$ cat src/rtl/fpnew_opgroup_arbiter.sv
// Opgroup issue demux and round-robin result arbiter for the FP unit.
// Tracks in-flight operations and returns one result per cycle downstream.
package fpnew_arb_pkg;

  typedef enum logic [3:0] {
    FMADD, FNMSUB, ADD, MUL,
    DIV, SQRT,
    SGNJ, MINMAX, CMP, CLASSIFY,
    F2F, F2I, I2F, CPKAB, CPKCD
  } operation_e;

  typedef enum logic [1:0] {
    ADDMUL, DIVSQRT, NONCOMP, CONV
  } opgroup_e;

  function automatic opgroup_e get_opgroup(
    input operation_e op
  );
    case (op)
      FMADD, FNMSUB, ADD, MUL: return ADDMUL;
      DIV, SQRT: return DIVSQRT;
      SGNJ, MINMAX, CMP, CLASSIFY: return NONCOMP;
      F2F, F2I, I2F, CPKAB, CPKCD: return CONV;
      default: return NONCOMP;
    endcase
  endfunction

endpackage

module fpnew_opgroup_arbiter
  import fpnew_arb_pkg::*;
#(
  parameter int unsigned Width          = 64,
  parameter int unsigned TagWidth       = 4,
  parameter int unsigned MaxOutstanding = 8
) (
  input  logic                     clk_i,
  input  logic                     rst_ni,
  input  logic                     flush_i,
  input  logic                     in_valid_i,
  output logic                     in_ready_o,
  input  logic [3:0]               op_i,
  input  logic [TagWidth-1:0]      tag_i,
  output logic [3:0]               grp_in_valid_o,
  input  logic [3:0]               grp_in_ready_i,
  input  logic [3:0]               grp_out_valid_i,
  output logic [3:0]               grp_out_ready_o,
  input  logic [3:0][Width-1:0]    grp_result_i,
  input  logic [3:0][4:0]          grp_status_i,
  input  logic [3:0][TagWidth-1:0] grp_tag_i,
  output logic                     out_valid_o,
  input  logic                     out_ready_i,
  output logic [Width-1:0]         result_o,
  output logic [4:0]               status_o,
  output logic [TagWidth-1:0]      tag_o,
  output logic                     busy_o
);

  localparam int unsigned CntW = $clog2(MaxOutstanding + 1);
  localparam logic [CntW-1:0] CntMax = CntW'(MaxOutstanding);

  logic [CntW-1:0] count;
  logic [1:0]      rr_ptr;
  logic [1:0]      grp;
  logic            full;
  logic            slot_free;
  logic            found;
  logic            grant;
  logic [1:0]      winner;
  logic            accept;
  logic            deliver;

  // tag_i rides along to the opgroup; the arbiter itself never inspects it
  logic            unused_tag;
  assign unused_tag = ^tag_i;

  assign grp  = 2'(get_opgroup(operation_e'(op_i)));
  assign full = (count == CntMax);

  always_comb begin
    grp_in_valid_o = 4'b0000;
    if (rst_ni && in_valid_i && !flush_i && !full)
      grp_in_valid_o[grp] = 1'b1;
  end

  assign in_ready_o = rst_ni & grp_in_ready_i[grp]
                    & ~full & ~flush_i;

  assign slot_free = ~out_valid_o | out_ready_i;

  always_comb begin
    logic [1:0] idx;
    found  = 1'b0;
    winner = 2'd0;
    idx    = 2'd0;
    for (int i = 0; i < 4; i++) begin
      idx = rr_ptr + 2'(i);
      if (!found && grp_out_valid_i[idx]) begin
        found  = 1'b1;
        winner = idx;
      end
    end
  end

  assign grant = found & slot_free & ~flush_i;

  // flush drains every opgroup so stale results cannot leak out later
  always_comb begin
    grp_out_ready_o = 4'b0000;
    if (!rst_ni)
      grp_out_ready_o = 4'b0000;
    else if (flush_i)
      grp_out_ready_o = 4'b1111;
    else if (grant)
      grp_out_ready_o[winner] = 1'b1;
  end

  assign accept  = in_valid_i & in_ready_o;
  assign deliver = out_valid_o & out_ready_i;

  always_ff @(posedge clk_i or negedge rst_ni) begin
    if (!rst_ni) begin
      count       <= '0;
      rr_ptr      <= 2'd0;
      out_valid_o <= 1'b0;
      result_o    <= '0;
      status_o    <= '0;
      tag_o       <= '0;
    end else if (flush_i) begin
      count       <= '0;
      out_valid_o <= 1'b0;
    end else begin
      if (accept && !(deliver && count != '0))
        count <= count + CntW'(1);
      else if (!accept && deliver && count != '0)
        count <= count - CntW'(1);
      if (grant) begin
        out_valid_o <= 1'b1;
        result_o    <= grp_result_i[winner];
        status_o    <= grp_status_i[winner];
        tag_o       <= grp_tag_i[winner];
        rr_ptr      <= winner + 2'd1;
      end else if (out_ready_i) begin
        out_valid_o <= 1'b0;
      end
    end
  end

  assign busy_o = (count != '0) | out_valid_o;

endmodule

$ cat config.mk
export PLATFORM = sky130hd
export DESIGN_NAME = fpnew_opgroup_arbiter
export DESIGN_NICKNAME = d
export VERILOG_FILES = /design/src/rtl/fpnew_opgroup_arbiter.sv
export SDC_FILE = /design/constraint.sdc
export NUM_CORES = 1
export LEC_CHECK = 0
export CORE_AREA = 8 8 150 152
export DETAILED_ROUTE_END_ITERATION = 10
export DIE_AREA = 0 0 158 160
export GPL_ROUTABILITY_DRIVEN = 0
export PLACE_DENSITY = 0.7
export SLEW_MARGIN = 40
export SYNTH_ARGS = -nofsm -noshare
export SYNTH_HDL_FRONTEND = slang
export SYNTH_SLANG_ARGS = --single-unit
$ cat constraint.sdc
create_clock -name clk_i -period 4 [get_ports clk_i]
set_clock_uncertainty 0.05 [all_clocks]
set_input_delay 0.8 -clock clk_i [delete_from_list [all_inputs] [get_ports clk_i]]
set_output_delay 0.8 -clock clk_i [all_outputs]
set_load 0.1 [all_outputs]
Word level (Yosys, flattened, before mapping)
Memories as Yosys holds them, arrays and structs flattened.
Index checks and enable logic that the tools add are counted.

storage, ports and cells
  register bits after elaboration = 80
  ROM bits = 32
  input bits = 313
  output and inout port bits = 84
  logic and storage cells = 95
  memories kept = 1

cells by class
  add/subtract/negate cells = 6
  $lt $le $gt $ge = 8
  eq/ne operators = 1
  mux-type cells = 38
  bitwise operators = 12
  reduce and logical (&&, ||, !) cells = 23

memory list
  memory           words  width  read ports  clocked after memory_dff  write ports  line  RTL
  (no name shown)  16     2      1           0                         0            19    case (op)

operators with widths
  operator               number
  $bmux W64 S2           1
  $mux W64               1
  $mux W4                8
  $lt A2 B3 Y1 const B   6
  $mux W1                14
  $logic_and A1 B1 Y1    12
  $bmux W1 S2            5
  $bmux W5 S2            1
  $bmux W4 S2            1
  $mux W2                4
  $and A1 B1 Y1          7
  $logic_not A1 Y1       7
  $reduce_bool A3 Y1     2
  $mux W5                1
  $add A2 B1 Y2 const B  2
  $add A2 B2 Y2 const B  2
  $add A4 B1 Y4 const B  1
  $demux W1 S2           2
  $eq A4 B4 Y1 const B   1
  $ge A2 B1 Y1 const B   2
  $reduce_bool A4 Y1     1
  $sub A4 B1 Y4 const B  1
  $not A1 Y1             3
  $or A1 B1 Y1           2
  $reduce_and A2 Y1      1

Depth between registers and ports, before layout
  word-level depth = 19
  mapped depth = 11
  depth with buffers taken out = 10

Least setup slack after synthesis
Ideal clock, no wire load.

  path kind = in2out
  start = in op_i[3]
  end = out in_ready_o
  data arrival time = 4500 ps
  data required time = 3150 ps
  slack = -1350 ps
  cell stages on the path = 5
  path buffers = 1
  cells stage by stage = clkbuf_1 -> nor4bb_1 -> a41oi_1 -> and3_1 -> nor4bb_1

between the ends
  word-level cells in the longest chain between the ends = 6

RTL lines
  item                           line  RTL
  start: declaration             42    input logic [3:0] op_i,
  $mem_v2 Z16 W2                 --
  $bmux W1 S2                    86    assign in_ready_o = rst_ni & grp_in_ready_i[grp]
  $mux W1 (not written as such)  86
  $and A1 B1 Y1                  86
  $and A1 B1 Y1 (2 in series)    87    & ~full & ~flush_i;
  end: declaration               41    output logic in_ready_o,

No other way between the ends. The select of a mux whose other input is x is not followed.

Worst setup path in the final report
  start = in grp_out_valid_i[1]
  end = out grp_out_ready_o[0]

between the ends
  word-level cells in the longest chain between the ends = 19
  elaborated cells on any way between the ends = 32
  classes of those cells = 2 x order compare; 21 x mux; 2 x bitwise; 7 x reduce/logical

RTL lines
  item                                                                line  RTL
  start: declaration                                                  46    input logic [3:0] grp_out_valid_i,
  $bmux W1 S2                                                         98    if (!found && grp_out_valid_i[idx]) begin
  $mux W1 (not written as such)                                       98
  $mux W1                                                             98
  $logic_not A1 Y1                                                    98
  $logic_and A1 B1 Y1                                                 98
  $mux W1                                                             98
  $logic_not A1 Y1                                                    98
  $logic_and A1 B1 Y1                                                 98
  (+3 left out)                                                       --
  $mux W2                                                             98
  $lt A2 B3 Y1 (not written as such) or $ge A2 B1 Y1 (tied branches)  115   grp_out_ready_o[winner] = 1'b1;
  $logic_and A1 B1 Y1 (not written as such)                           115
  $mux W1 (not written as such)                                       115
  $demux W1 S2                                                        115
  $mux W4 *                                                           114   else if (grant)
  $mux W4 *                                                           112   else if (flush_i)
  $mux W4 *                                                           110   if (!rst_ni)
  end: declaration                                                    47    output logic [3:0] grp_out_ready_o,

Every way passes the cells marked *; elsewhere a longest branch is shown, timed or not. The select of a mux whose other input is x is not followed.

==> flow_summary.toml <==
[worst_setup_path]
cp_slowest_cell = "clkdlybuf4s50_1"
crit_path_cell_trace = "clkdlybuf4s50_1 -> nor3b_1 -> a2111oi_2 -> nor2_1 -> inv_2 -> ha_1 -> a21oi_1 -> nor2b_1 -> buf_12"
critPathTopFamily = "buffers and inverters"
max_stage_delay_ns = 0.60
end_kind = "output pin"
cp.required_ns = 3.15
critPathLaunchType = "input port"
crit_fanout = 5
arrival_ns = 2.97
cp_num_buf_inv = 3
crit_type = "in2out"

[finish]
nets = 1293
insertedDiodeCount = 0
fin_cells = 1248
drive_gt1_frac = 0.2239
syn_to_final_growth_pct = 68.47
fillers = 1853

[synth]
yosys_warnings = 0
synthArstFlopShare = 1.000
netlist_area_sq_um = 6190
synthCells = 629
netlist.top_cell.by_area = "dfrtp_1"
yosysTopAreaCellShare = 0.3234
synth.avg_cell_area_sq_um = 9.841
synth_seq_area_share = 0.3234
synthTopCellsByArea = "dfrtp_1 32%, mux2_4 12%, a221o_1 12%, o31ai_1 8.9%, nand4_1 7.7%"
synth_cell_type_count = 53
synth-edff-count = 0
syn_nets = 949
ys_seq_elements = 80
synth_ff_type = "dfrtp_1"

[routing]
route.detailed.drc = 0
m1WireLength_um = 10940
drt-total-wl_um = 28260
highest_layer = "met4"
ant_nets = 0
vias = 6955
via_per_inst = 5.573
wl_met3_um = 2656
dr_wl_met2_um = 14010
wl_per_cell_um = 22.64
drt_iter0_markers = 379
first_pass_iters = 4

[clocking]
clk_pin_slew_ns = 0.06
cts_tree = "done"
cts_buffers = 9
ctsResizeCount = 0
post_cts_buffers = 0
cts_buffer_depth = 2
clock_latency_ns = 0.34
cts_sinks = 80
cts_hold_buf = 0
cts-root-buf = "clkbuf_16"
htreeDepth = 3

[power]
vdd_drop_max_mv = 0.4007
switching_power_mw = 4.523
pwr-share-seq = 0.182
p_sw_frac = 0.5936
clkPwrFrac = 0.111
power_mw = 7.620
p_leak_nw = 4.336
p_int_mw = 3.096
power_density_nw_per_um2 = 730.7
combPwrFrac = 0.708

[die]
io_pins = 397
initial_core_util = 0.3089
die_area_sq_um = 25280
dieWidth_um = 158
chipHeight_um = 160
coreArea_sq_um = 20040
row_count = 52

[worst_hold_path]
hold_class = "in2async"

[timing]
fin_hold_ws_ns = 0.4537
timing.fmax_mhz = 261.5
setup_tns_ns = 0
finalSetupViolCount = 0
rsz0062_at_grt = "false"
finalHoldViolations = 0
slew_violations = 0
period_share = 0.9560
slew_headroom = 0.4364
min_period_ns = 3.824
postLayoutSetupSlackWorst_ns = 0.1758
worstMarginPinSlew_ns = 0.8455

[place]
io_buffers = 392
dpl.hpwl_um = 20510
preCtsSetupSlack_ns = 0.2043
dpl.cell_count = 1230

[grt]
grt_pass1_wl_um = 42360
antenna_found_initial = 0
gr-total-overflow = 0
grt_pass1_vias = 7273
grt_max_degree = 78
grt_usage = 0.2137

[run_status]
outcome = "complete, no violations"

[run]
maxCapViolations = 0
==> layout make-up <==
cell class | instances | area (sq um) | share of cell area
Tap cell | 270 | 337.8 | 0.03240
Clock inverter | 6 | 60.06 | 0.005760
Sequential cell | 80 | 2002 | 0.1920
Timing Repair Buffer | 416 | 3904 | 0.3744
Multi-Input combinational cell | 461 | 3874 | 0.3715
Inverter | 5 | 21.27 | 0.002040
Clock buffer | 10 | 229.0 | 0.02196
==> stage by stage <==
step	area, sq um	utilization
global route	10430	0.5204
floorplan	6213	-
CTS	10380	0.5182
global placement	10420	0.5199
finish	10430	0.5204
detailed placement	10090	0.5037
==> power groups by stage <==
stage | logic, mW | registers, mW | clock network (mW)
after global placement | 5.67 | 1.39 | 0
final | 5.39 | 1.38 | 0.842
after global routing | 5.61 | 1.43 | 0.893
after CTS | 5.40 | 1.38 | 0.860
after floorplan | 1.67 | 3.89 | 0
after detailed placement | 5.39 | 1.38 | 0
==> registers in the layout (all words and copies together), names as in the netlist <==
signal	count
rr_ptr	2
result_o	64
out_valid_o	1
tag_o	4
count	4
status_o	5
==> layout by cell type, fill, tap and decap left out, types with 2 or more instances in the layout <==
| cell type | count |
|---|---|
| nand2_1 | 4 |
| clkinv_2 | 3 |
| mux2_2 | 23 |
| buf_12 | 13 |
| mux2_4 | 50 |
| inv_1 | 3 |
| nor2b_1 | 6 |
| buf_4 | 18 |
| nand4_1 | 76 |
| clkbuf_16 | 9 |
| dfrtp_1 | 80 |
| nand3_1 | 3 |
| and3_1 | 2 |
| a21oi_1 | 79 |
| clkdlybuf4s50_1 | 307 |
| o31ai_1 | 73 |
| nor4_1 | 2 |
| nor2_1 | 12 |
| buf_2 | 74 |
| nor4bb_2 | 2 |
| or4_1 | 3 |
| buf_6 | 2 |
| clkinvlp_4 | 2 |
| nor2b_2 | 2 |
| nand2b_1 | 5 |
| o21ai_4 | 2 |
| o21ai_0 | 3 |
| a221o_1 | 73 |
| nor3_1 | 4 |
| ha_1 | 6 |
==> worst paths after layout <==
kind / from / end / cells after the start / slack, ns
min reg2reg: tag_o[0] / tag_o[0] / 1 / 0.45
max in group asynchronous: rst_ni / result_o[55] / 2 / 2.83
min in group clk_i: tag_o[0] / tag_o[0] / 1 / 0.45
min: rst_ni / count[3] / 2 / 0.45
max: grp_out_valid_i[1] / grp_out_ready_o[0] / 9 / 0.18
max reg2reg: count[1] / count[2] / 9 / 1.14
==> cells in the mapped netlist (all sizes together), types with 2 or more instances <==
cell     n
a21oi   80
dfrtp   80
nand4   76
a221o   73
mux2    73
o31ai   73
clkbuf  66
buf     17
nor2    13
nor2b    8
ha       6
inv      5
nand2    5
nand2b   5
o21ai    5
nand3    4
nor3     4
nor4bb   3
or4      3
a21o     2
and3     2
nand4b   2
nor4     2
nor4b    2
o311ai   2
==> logic make-up (layout without fill, tap and decap cells) <==
group / Yosys count / after routing / synth area share
adders and majority gates: 7 / 7 / 0.01536
DFF: 80 / 80 / 0.3234
buffers and inverters: 88 / 437 / 0.06246
xor gates and xnor gates: 2 / 2 / 0.005054
muxes: 73 / 73 / 0.1631
AOI/OAI and AO/OA: 242 / 242 / 0.2931
and+or+nand+nor: 137 / 137 / 0.1375
==> per-layer routing <==
metal / vias up / track usage
li1: 3255 / -
met1: 3333 / 0.2521
met2: 331 / 0.3632
met3: 36 / 0.06073
met4: 0 / 0.07290
met5: - / 0
Power figures use the tool's default switching activity.
